===== config.mk =====
export PLATFORM = sky130hd
export DESIGN_NAME = n_bit_multicycle_subtractor
export DESIGN_NICKNAME = d
export VERILOG_FILES = /design/src/rtl/n_bit_multicycle_subtractor.sv
export SDC_FILE = /design/constraint.sdc
export NUM_CORES = 1
export LEC_CHECK = 0
export BUFFER_PORTS_ARGS = -buffer_cell sky130_fd_sc_hd__buf_2
export CORE_ASPECT_RATIO = 1.25
export CORE_MARGIN = 2
export CORE_UTILIZATION = 28
export DETAILED_ROUTE_END_ITERATION = 10
export GPL_TIMING_DRIVEN = 0
export HOLD_SLACK_MARGIN = 0.03
export PLACE_DENSITY = 0.5
export SLEW_MARGIN = 20
export SYNTH_ARGS = -nofsm -noshare
export SYNTH_HDL_FRONTEND = slang
export SYNTH_SLANG_ARGS = --single-unit

===== constraint.sdc =====
create_clock -name clk -period 10.9 [get_ports clk]
set_input_delay 2.18 -clock clk [delete_from_list [all_inputs] [get_ports clk]]
set_output_delay 2.18 -clock clk [all_outputs]
set_load 0.01 [all_outputs]

===== src/rtl/n_bit_multicycle_subtractor.sv =====
// Iterative unsigned subtractor: DIFF = A - B - bin (mod 2^N), W bits per cycle, LSB chunk first.
// Valid/ready on both sides; result and borrow-out are registered.
module n_bit_multicycle_subtractor #(
  parameter int N = 47,
  parameter int W = 16
) (
  input  logic         clk,
  input  logic         reset_n,
  input  logic         in_valid,
  output logic         in_ready,
  input  logic [N-1:0] A,
  input  logic [N-1:0] B,
  input  logic         bin,
  output logic         out_valid,
  input  logic         out_ready,
  output logic [N-1:0] DIFF,
  output logic         bout
);

  localparam int NCHUNK = (N + W - 1) / W;
  localparam int KW     = (NCHUNK > 1) ? $clog2(NCHUNK) : 1;
  localparam logic [KW-1:0] K_LAST     = KW'(NCHUNK - 1);
  localparam logic [N:0]    ONE_EXT    = (N+1)'(1);
  localparam logic [N-1:0]  CHUNK_MASK = N'((ONE_EXT << W) - ONE_EXT);

  typedef enum logic [1:0] {IDLE, BUSY, DONE} state_e;

  state_e        state_q, state_d;
  logic [KW-1:0] k_q, k_d;
  logic [N-1:0]  a_q, a_d, b_q, b_d;
  logic          borrow_q, borrow_d;
  logic [N-1:0]  diff_q, diff_d;
  logic          bout_q, bout_d;
  logic          out_valid_q, out_valid_d;

  logic [31:0]   sh;
  logic [W-1:0]  a_chunk, b_chunk;
  logic [W:0]    sub;
  logic [N-1:0]  res_ext;
  logic          accept;

  assign in_ready  = reset_n && (state_q == IDLE);
  assign accept    = in_valid && in_ready;
  assign out_valid = out_valid_q;
  assign DIFF      = diff_q;
  assign bout      = bout_q;

  // The last chunk's operands are zero-extended above the partial width, so
  // the sign bit sub[W] is exactly the borrow at that partial width.
  always_comb begin
    // NOTE: every always_comb output gets a default first so no path leaves it unassigned (no latch).
    state_d     = state_q;
    k_d         = k_q;
    a_d         = a_q;
    b_d         = b_q;
    borrow_d    = borrow_q;
    diff_d      = diff_q;
    bout_d      = bout_q;
    out_valid_d = out_valid_q;

    sh      = 32'(k_q) * 32'(W);
    a_chunk = W'(a_q >> sh);
    b_chunk = W'(b_q >> sh);
    sub     = {1'b0, a_chunk} - {1'b0, b_chunk} - {{W{1'b0}}, borrow_q};
    res_ext = N'(sub[W-1:0]);

    unique case (state_q)
      IDLE: begin
        if (accept) begin
          a_d      = A;
          b_d      = B;
          borrow_d = bin;
          k_d      = '0;
          state_d  = BUSY;
        end
      end
      BUSY: begin
        diff_d   = (diff_q & ~(CHUNK_MASK << sh)) | (res_ext << sh);
        borrow_d = sub[W];
        k_d      = k_q + 1'b1;
        if (k_q == K_LAST) begin
          bout_d      = sub[W];
          out_valid_d = 1'b1;
          state_d     = DONE;
        end
      end
      DONE: begin
        if (out_ready) begin
          out_valid_d = 1'b0;
          state_d     = IDLE;
        end
      end
      default: state_d = IDLE;
    endcase
  end

  // NOTE: sequential state uses non-blocking assignments so all flops update from pre-edge values.
  always_ff @(posedge clk) begin
    if (!reset_n) begin
      state_q     <= IDLE;
      k_q         <= '0;
      diff_q      <= '0;
      bout_q      <= 1'b0;
      out_valid_q <= 1'b0;
    end else begin
      state_q     <= state_d;
      k_q         <= k_d;
      diff_q      <= diff_d;
      bout_q      <= bout_d;
      out_valid_q <= out_valid_d;
    end
  end

  // NOTE: operand and running-borrow registers are datapath only, loaded on accept, so they carry no reset.
  always_ff @(posedge clk) begin
    a_q      <= a_d;
    b_q      <= b_d;
    borrow_q <= borrow_d;
  end

endmodule


==> results.md, run 1 <==
- The routed length per instance is about 16 um.
- The fraction of registers with async set or reset after synthesis is 0.
- The number of antenna diodes in the final layout is 0.
- The CTS sink count is approximately 150.
- The highest attainable clock frequency is about 0.20 GHz.
- Leaving out filler cells and counting taps, the final layout contains between 1000 and 1500.
- The worst setup path is captured at an output pin.
- In this run the number of cells on the critical path is 4.
- The net switching component of the power is between 400 and 500 uW.
- In this run, synthesis inferred 95 flip-flops with an integrated enable.
- Dividing the final minimum period by the clock period gives 0.452.
- The classification of the worst-slack hold path is reg2reg.
- For this run, the total global-route usage over all layers was measured as 0.134.
- The maximum clock skew at final layout is 0.0112 ns.
- Max-cap violations in this run came to 0.
- The final worst slack is between 5 and 6 ns.
- The iteration count of the initial detailed-routing pass is 4.
- Setup total negative slack on the finished layout was measured at 0 ns.
- In this design, the stage delay of the slowest critical-path cell is between 0.15 and 0.2 ns.
- The internal power consumption is 1080 uW.
- The global-route wire length before repair is 24.9 mm.
- The via count normalized by instance count is around 4.5.
- Counting distinct cell types in the post-synthesis netlist gives just under 50.
- The count of final hold-check violations was 0.
- The setup path with the least slack is of type in2out.
- In the synthesized netlist the dominant register cell turns out to be edfxtp_1.
- Of the total power, registers draw 0.422.
- In this run the remaining antenna-violating nets after routing total 0.
- The final cell utilization of the core is 0.359.
- After routing the design area is 8240 um2.
- The post-synthesis cell count is ~550.
- The area occupied by multi-input gates is roughly 2400 um2.
- The synthesis warning total is 0.
- The clock insertion delay at the later pin of the skew report is roughly 0.42 ns.
- The layout overhead on the synthesized area is 26.2%.
- In the final layout, the share of cells above drive strength 1 is 0.263.
- The leakage power is ~0.0033 uW.
- The post-detailed-route DRC marker count is 0.
- In this run the vertical extent of the chip is between 150 and 200 um.
- The number of buffers added on ports is 148.
- The share of the Yosys chip area taken by registers is 0.600.
- The peak fanout along the critical path is 9.
- The CTS buffer count is 17.
- The total area inside the core boundary comes to between 20000 and 25000 um2.
- The floorplan has just over 60 rows.
- In this run the cell area of the synthesized design comes to between 6000 and 7000 um2.
- The cell depth of the worst flop-to-flop path is 14.
- The power density over the cells is 184 nW/um2.
- The total setup buffers inserted after CTS is 0.
- The average instance in the mapped netlist occupies ~12 um2.
- The post-detailed-placement cell area is ~7700 um2.
- The clock share of power is 0.384.
- The final route contains 4557 vias.
- The clock period minus worst slack is between 4 and 5 ns.
- Among cell families on the critical path, the largest total delay comes from buffers and inverters.
- The count of final setup violators is 0.
- Wires add up to roughly 16 mm.
- The flow ran to the end, and the final reports show no timing, DRC or antenna violations.
- The placed wire-length estimate is ~12 mm.
- In the final layout, flip-flops and latches occupy around 3900 um2.
- After clock tree synthesis, the repair step resized 0 gates.
- The combinational group share of total power is 0.194.
- The die covers roughly 25000 um2.
- Walking the worst path, the cells encountered are buf_2 -> nand2b_1 -> nor2_1 -> buf_2.
- IR analysis of the VDD net gives a maximum drop of 110 uV.
- The cell repeated most along the worst path is buf_2.
- Setup repair after global routing left no endpoint under its margin.
- The clock transition time at the flip-flop clock pins of the worst setup and hold paths is 0.06 ns.
- Timing analysis after detailed placement gives a worst setup slack of approximately 6.0 ns.
- The flip-flop and latch count after synthesis is 148.
- The via count of the first global-routing pass is 4527.
- The net count of the finished layout is approximately 850.
- The initial antenna violation count was 0.
- Data on the critical path arrives at its endpoint at about 2.7 ns.
- The startpoint kind of the worst setup timing path is a primary input.
- Of the total power, the share spent switching nets is 0.287.
- In this run the count of I/O pins placed on the die edge is approximately 150.
- Counting every net in the synthesized netlist gives between 600 and 700.
- The die width is around 140 um.
- The cell at the root of the clock tree is clkbuf_16.
- The largest individual stage delay along the critical path comes from the cell buf_2.
- For the pin with the worst max-slew slack, the measured transition is around 0.7 ns.
- The leftover overflow at the end of global routing is 0.
- The final max-slew violation count is 0.
- The number of placed instances, taps included, is around 990.
- The number of design-rule violations left by the first detailed-router iteration is 180.
- The number of buffer and inverter instances along the worst setup path is 2.
- Fill cells in the final layout number between 2000 and 2500.
- The initial cell density of the core is 0.284.
- The routability congestion estimate from global placement is 0.820.
- The number of cells traversed by the worst hold path is 2.
- The number of hold buffers added after CTS was 0.
- TritonCTS built the clock tree.
- The endpoint required time on the critical path is ~8.7 ns.
- In this run the number of H-tree levels came out at 4.
- The pin count of the biggest net entering global routing is between 50 and 60.
- In this run the tightest slew margin relative to its limit is 0.525.
- The maximum clock insertion buffer count is 2.
-- synth_stat cells, drive strengths merged, types with 2 or more instances --
master | count | area [um2]
ha | 31 | 388
a211oi | 2 | 15.0
nor2 | 28 | 105
inv | 37 | 139
nand2 | 47 | 176
o21ai | 38 | 190
edfxtp | 95 | 2850
a22oi | 25 | 188
xor2 | 4 | 35.0
or2 | 2 | 12.5
fa | 2 | 40.0
nor3 | 6 | 45.0
a21oi | 32 | 160
nand2b | 5 | 31.3
xnor2 | 7 | 61.3
nand3b | 2 | 15.0
mux2i | 34 | 340
nand3 | 3 | 15.0
dfxtp | 53 | 1060
nor3b | 3 | 22.5
a22o | 14 | 123
nand4 | 2 | 12.5
o211ai | 2 | 20.0
nor2b | 25 | 156
clkbuf | 16 | 61.3
o22ai | 2 | 12.5
or3 | 2 | 12.5
buf | 7 | 36.3
a21o | 3 | 22.5
and2 | 9 | 56.3
-- through the flow --
step / power (uW) / hold WS, ns
6_report: 1520 / 0.449
5_1_grt: 1600 / 0.474
4_1_cts: 1540 / 0.457
3_5_place_dp: 950 / 0.443
3_3_place_gp: 950 / 0.435
2_1_floorplan: 846 / 0.478
-- cell type report --
| cell class | instances | share of cell area |
|---|---|---|
| clock inverters | 14 | 0.0184 |
| repair buffers | 149 | 0.0932 |
| multi-input cells | 344 | 0.289 |
| plain buffers | 23 | 0.0118 |
| inverters | 37 | 0.0169 |
| clock buffers | 18 | 0.0521 |
| well taps | 288 | 0.0437 |
| flip-flops and latches | 148 | 0.475 |
-- kinds of logic (layout without fill, tap and decap cells) --
group	after synthesis	count (layout)	synth area share
flip-flops	148	148	0.600
buffers and inverters	60	241	0.0362
multiplexers	35	35	0.0539
adder cells (fa/ha/maj)	33	33	0.0656
XOR/XNOR	11	11	0.0148
AO/OA/AOI/OAI	128	128	0.125
AND/OR/NAND/NOR	137	137	0.105
-- power by group through the flow --
stage	combinational (uW)	clock (uW)	sequential (uW)
after floorplan	189	0	657
after detailed placement	297	0	653
after global routing	333	623	643
after CTS	299	600	640
after global placement	295	0	655
final	294	583	640
-- layer usage --
metal	GRT usage	share of wire	vias to the layer above
met5	0	0	-
met4	0.0450	0.012	0
met3	0.0310	0.041	10
met2	0.228	0.49	117
met1	0.169	0.46	2099
li1	-	-	2331
-- placed cells by master (no fill, tap or decap), types with 4 or more instances in the layout --
cell / n
buf_2: 153
edfxtp_1: 95
dfxtp_1: 53
nand2_1: 47
o21ai_0: 38
inv_1: 37
mux2i_1: 34
a21oi_1: 32
ha_1: 31
nor2_1: 28
nor2b_1: 25
a22oi_1: 25
clkbuf_16: 17
clkbuf_1: 16
a22o_1: 14
and2_1: 8
xnor2_1: 7
inv_6: 6
nand2b_1: 5
xor2_1: 4
-- worst register-to-register path, cell delays in order (launching register included) --
cell	delay (ns)
dfxtp_1	0.42
buf_2	0.32
buf_2	0.36
mux2i_1	0.27
nor2_1	0.07
a21oi_1	0.27
fa_1	0.25
inv_1	0.06
fa_1	0.45
and3b_1	0.22
o211a_1	0.27
or2_2	0.35
a21oi_1	0.26
xor2_1	0.27
o21ai_0	0.12
-- registers in the layout, indices dropped and copies added (netlist names) --
name and flops:
DIFF 47, out_valid 1, a_q 47, b_q 47, borrow_q 1, bout 1, k_q 2, state_q 2
-- path summary, 6_finish.rpt --
kind                 start  slack, ns  endpoint
setup / recovery   reset_n       5.98  in_ready
hold / removal    DIFF[40]       0.45  DIFF[40]
hold reg to reg   DIFF[40]       0.45  DIFF[40]
setup reg to reg    k_q[0]       6.68  borrow_q
Note: power is estimated with default switching activity, not from simulation.
==> run 2: changes to the inputs <==
PLACE_DENSITY = 0.52   (was 0.5)
clock period = 4 ns   (was 10.9 ns; I/O delays follow)
==> run 2 against run 1 <==
First-iteration DRC count shrank 2.8%. Via count increased by 0.33%. Hold slack got worse by 0.0054 ns. Largest power group unchanged.
==> results.md, run 2 (synthesized netlist as in run 1, its figures left out) <==
- The flow ran to the end, and the final reports show no timing, DRC or antenna violations.
- The number of core rows is 62 (unchanged).
- The number of buffer and inverter instances along the worst setup path was 3 (+1).
- The via count normalized by instance count is 4.47 (+0.23%).
- The maximum clock insertion buffer count is 2 (unchanged).
- The via count of the first global-routing pass is 4624 (+2.1%).
- The die outline area was 24600 um2 (unchanged).
- The worst supply voltage drop on vdd is 312 uV (+180%).
- The count of final setup violators is 0 (unchanged).
- The portion of the clock cycle consumed by the worst path in the final layout is 0.929.
- The die width is 141 um (unchanged).
- The placed wire-length estimate is 12.2 mm (+0.12%).
- The pin slew with the least headroom to its limit was 0.723 ns (+0.00996 ns).
- The total inserted antenna cells is 0 (unchanged).
- The worst setup path is launched from a register.
- The number of design-rule violations left by the first detailed-router iteration is 175 (-2.8%).
- The final max-slew violation count is 0 (unchanged).
- The CTS tree is yes.
- The leakage power was 0.00334 uW (+0.65%).
- The post-detailed-placement cell area is 7650 um2 (about the same).
- The maximum clock skew at final layout is 0.0108 ns (-0.000430 ns).
- The cell at the root of the clock tree is clkbuf_16.
- The layout cell share with drive strength beyond 1 is 0.274 (+0.0105).
- The endpoint required time on the critical path came to 4.15 ns (-4.57 ns).
- The critical path endpoint category is a register.
- The initial cell density of the core is 0.284 (unchanged).
- Leaving out fill and tap cells, the most frequent cells in the layout are buf_2 (149), edfxtp_1 (95), dfxtp_1 (53), nand2_1 (47), inv_1 (37).
- The clock insertion delay at the later pin of the skew report is 0.42 ns (about the same).
- The worst hold path belongs to the class reg2reg.
- The final worst hold slack came to 0.444 ns (-0.00542 ns).
- The height of the die came to 175 um (unchanged).
- The initial antenna violation count is 0 (unchanged).
- The power density over the cells is 500 nW/um2 (+170%).
- The number of nets still failing antenna checks after routing came to 0 (unchanged).
- Among all stages on the critical path, the largest delay is contributed by buf_1.
- The largest stage delay on the critical path is 0.44 ns (+0.26 ns).
- The aggregate routed wire length was 15.9 mm (-0.84%).
- The total routing resource utilization after global routing is 0.134 (-0.000175).
- The cell type group with the largest total delay on the critical path is compound AO/OA/AOI/OAI gates.
- The kind of critical path is reg2reg.
- The highest attainable clock frequency is roughly 0.27 GHz.
- Leaving out fill and tap cells, the most frequent cell in the layout is buf_2.
- The CTS buffer count is 17 (unchanged).
- The post-detailed-route DRC marker count was 0 (unchanged).
- The routability congestion estimate from global placement is 0.822 (+0.24%).
- The layout overhead on the synthesized area is 26.8%.
- The number of top-level pins is 149 (unchanged).
- The post-route cell area is 8280 um2 (+0.46%).
- The global-route wire length before repair came to 24.9 mm (-0.25%).
- The cell repeated most along the worst path is fa_1.
- The total of max-cap violations came to 0 (unchanged).
- The pin count of the biggest net entering global routing was 57 (+12%).
- The smallest clock period supported by the final layout is computed as around 3.7 ns.
- The tightest slew margin relative to the limit is 0.518 (-0.00664).
- The number of buffers added on ports is 148 (unchanged).
- The final cell utilization of the core is 0.360 (+0.00163).
- The via count of the routed design is 4572 (+0.33%).
- The leftover overflow at the end of global routing is 0 (unchanged).
- The number of levels in the clock H-tree is 4 (unchanged).
- The fill cell total of the finished layout came to 2307 (-0.087%).
- The peak fanout along the critical path is 10 (+1).
- The arrival time reported for the critical path endpoint is 3.87 ns (+1.13 ns).
- The placeable core region is 23000 um2 (unchanged).
- The iteration count of the initial detailed-routing pass was 4 (unchanged).
- Walking the worst path, the cells encountered are buf_4 -> buf_1 -> nor2_1 -> a21oi_2 -> fa_1 -> inv_1 -> fa_1 -> and3b_1 -> o211a_1 -> or2_2 -> a21oi_1 -> xor2_1 -> o21ai_0.
- The CTS sink count came to 148 (unchanged).
- The routed length per instance is 15.6 um (-0.94%).
- The clock transition time at the flip-flop clock pins of the worst setup and hold paths is 0.06 ns (about the same).
- The net count of the finished layout came to 853 (+0.12%).
- The count of final hold-check violations is 0 (unchanged).
==> run 2: final cells by class <==
cell class | instances | area, um2 | area share
multi-input combinational | 344 | 2390 | 0.289
tap | 288 | 360 | 0.0435
clock inverter | 13 | 150 | 0.0181
sequential | 148 | 3910 | 0.473
buffer | 23 | 121 | 0.0147
inverter | 37 | 139 | 0.0168
clock buffer | 19 | 433 | 0.0523
timing repair buffer | 150 | 768 | 0.0928
==> run 2: routing by layer <==
metal	GRT usage	share of wire	wire [um]
met4	0.0379	0.0083	132
met2	0.233	0.51	8060
met3	0.0329	0.041	660
met5	0	0	0
met1	0.165	0.44	7060
==> run 2: final timing paths <==
check	startpoint	to	slack (ns)	depth (start not counted)
max	k_q[1]	borrow_q	0.28	13
min	DIFF[30]	DIFF[30]	0.44	2
max reg2reg	k_q[1]	borrow_q	0.28	13
min reg2reg	DIFF[30]	DIFF[30]	0.44	2
==> run 2: what timing repair did <==
| item | CTS | global route |
|---|---|---|
| buffers inserted | 0 | 1 |
| pin swaps | 0 | 1 |
| endpoints found under the setup margin | 7 | 8 |
| resized for setup | 7 | 11 |
| hold buffers | 0 | 0 |
==> run 2: power by group <==
part           switching [uW]  internal, uW
Combinational             491           320
Sequential               33.5          1710
Clock                     655           930
==> run 2: worst reg2reg max path, cell delays in order (launching register included) <==
cell and delay [ns]:
dfxtp_1 0.34, buf_4 0.19, buf_1 0.44, nor2_1 0.15
a21oi_2 0.18, fa_1 0.21, inv_1 0.06, fa_1 0.44
and3b_1 0.23, o211a_1 0.27, or2_2 0.34, a21oi_1 0.25
xor2_1 0.25, o21ai_0 0.10
==> run 2: per-stage QoR <==
stage | setup slack (ns) | power, uW | std cells | TNS, ns
after detailed placement | -0.202 | 2590 | 989 | -0.514
after global routing | -0.000706 | 4370 | 1022 | -0.000706
after floorplan | 0.120 | 2310 | 552 | 0
final | 0.282 | 4140 | 1022 | 0
after CTS | 0.00643 | 4190 | 1021 | 0
after global placement | -0.975 | 2580 | 988 | -84.08
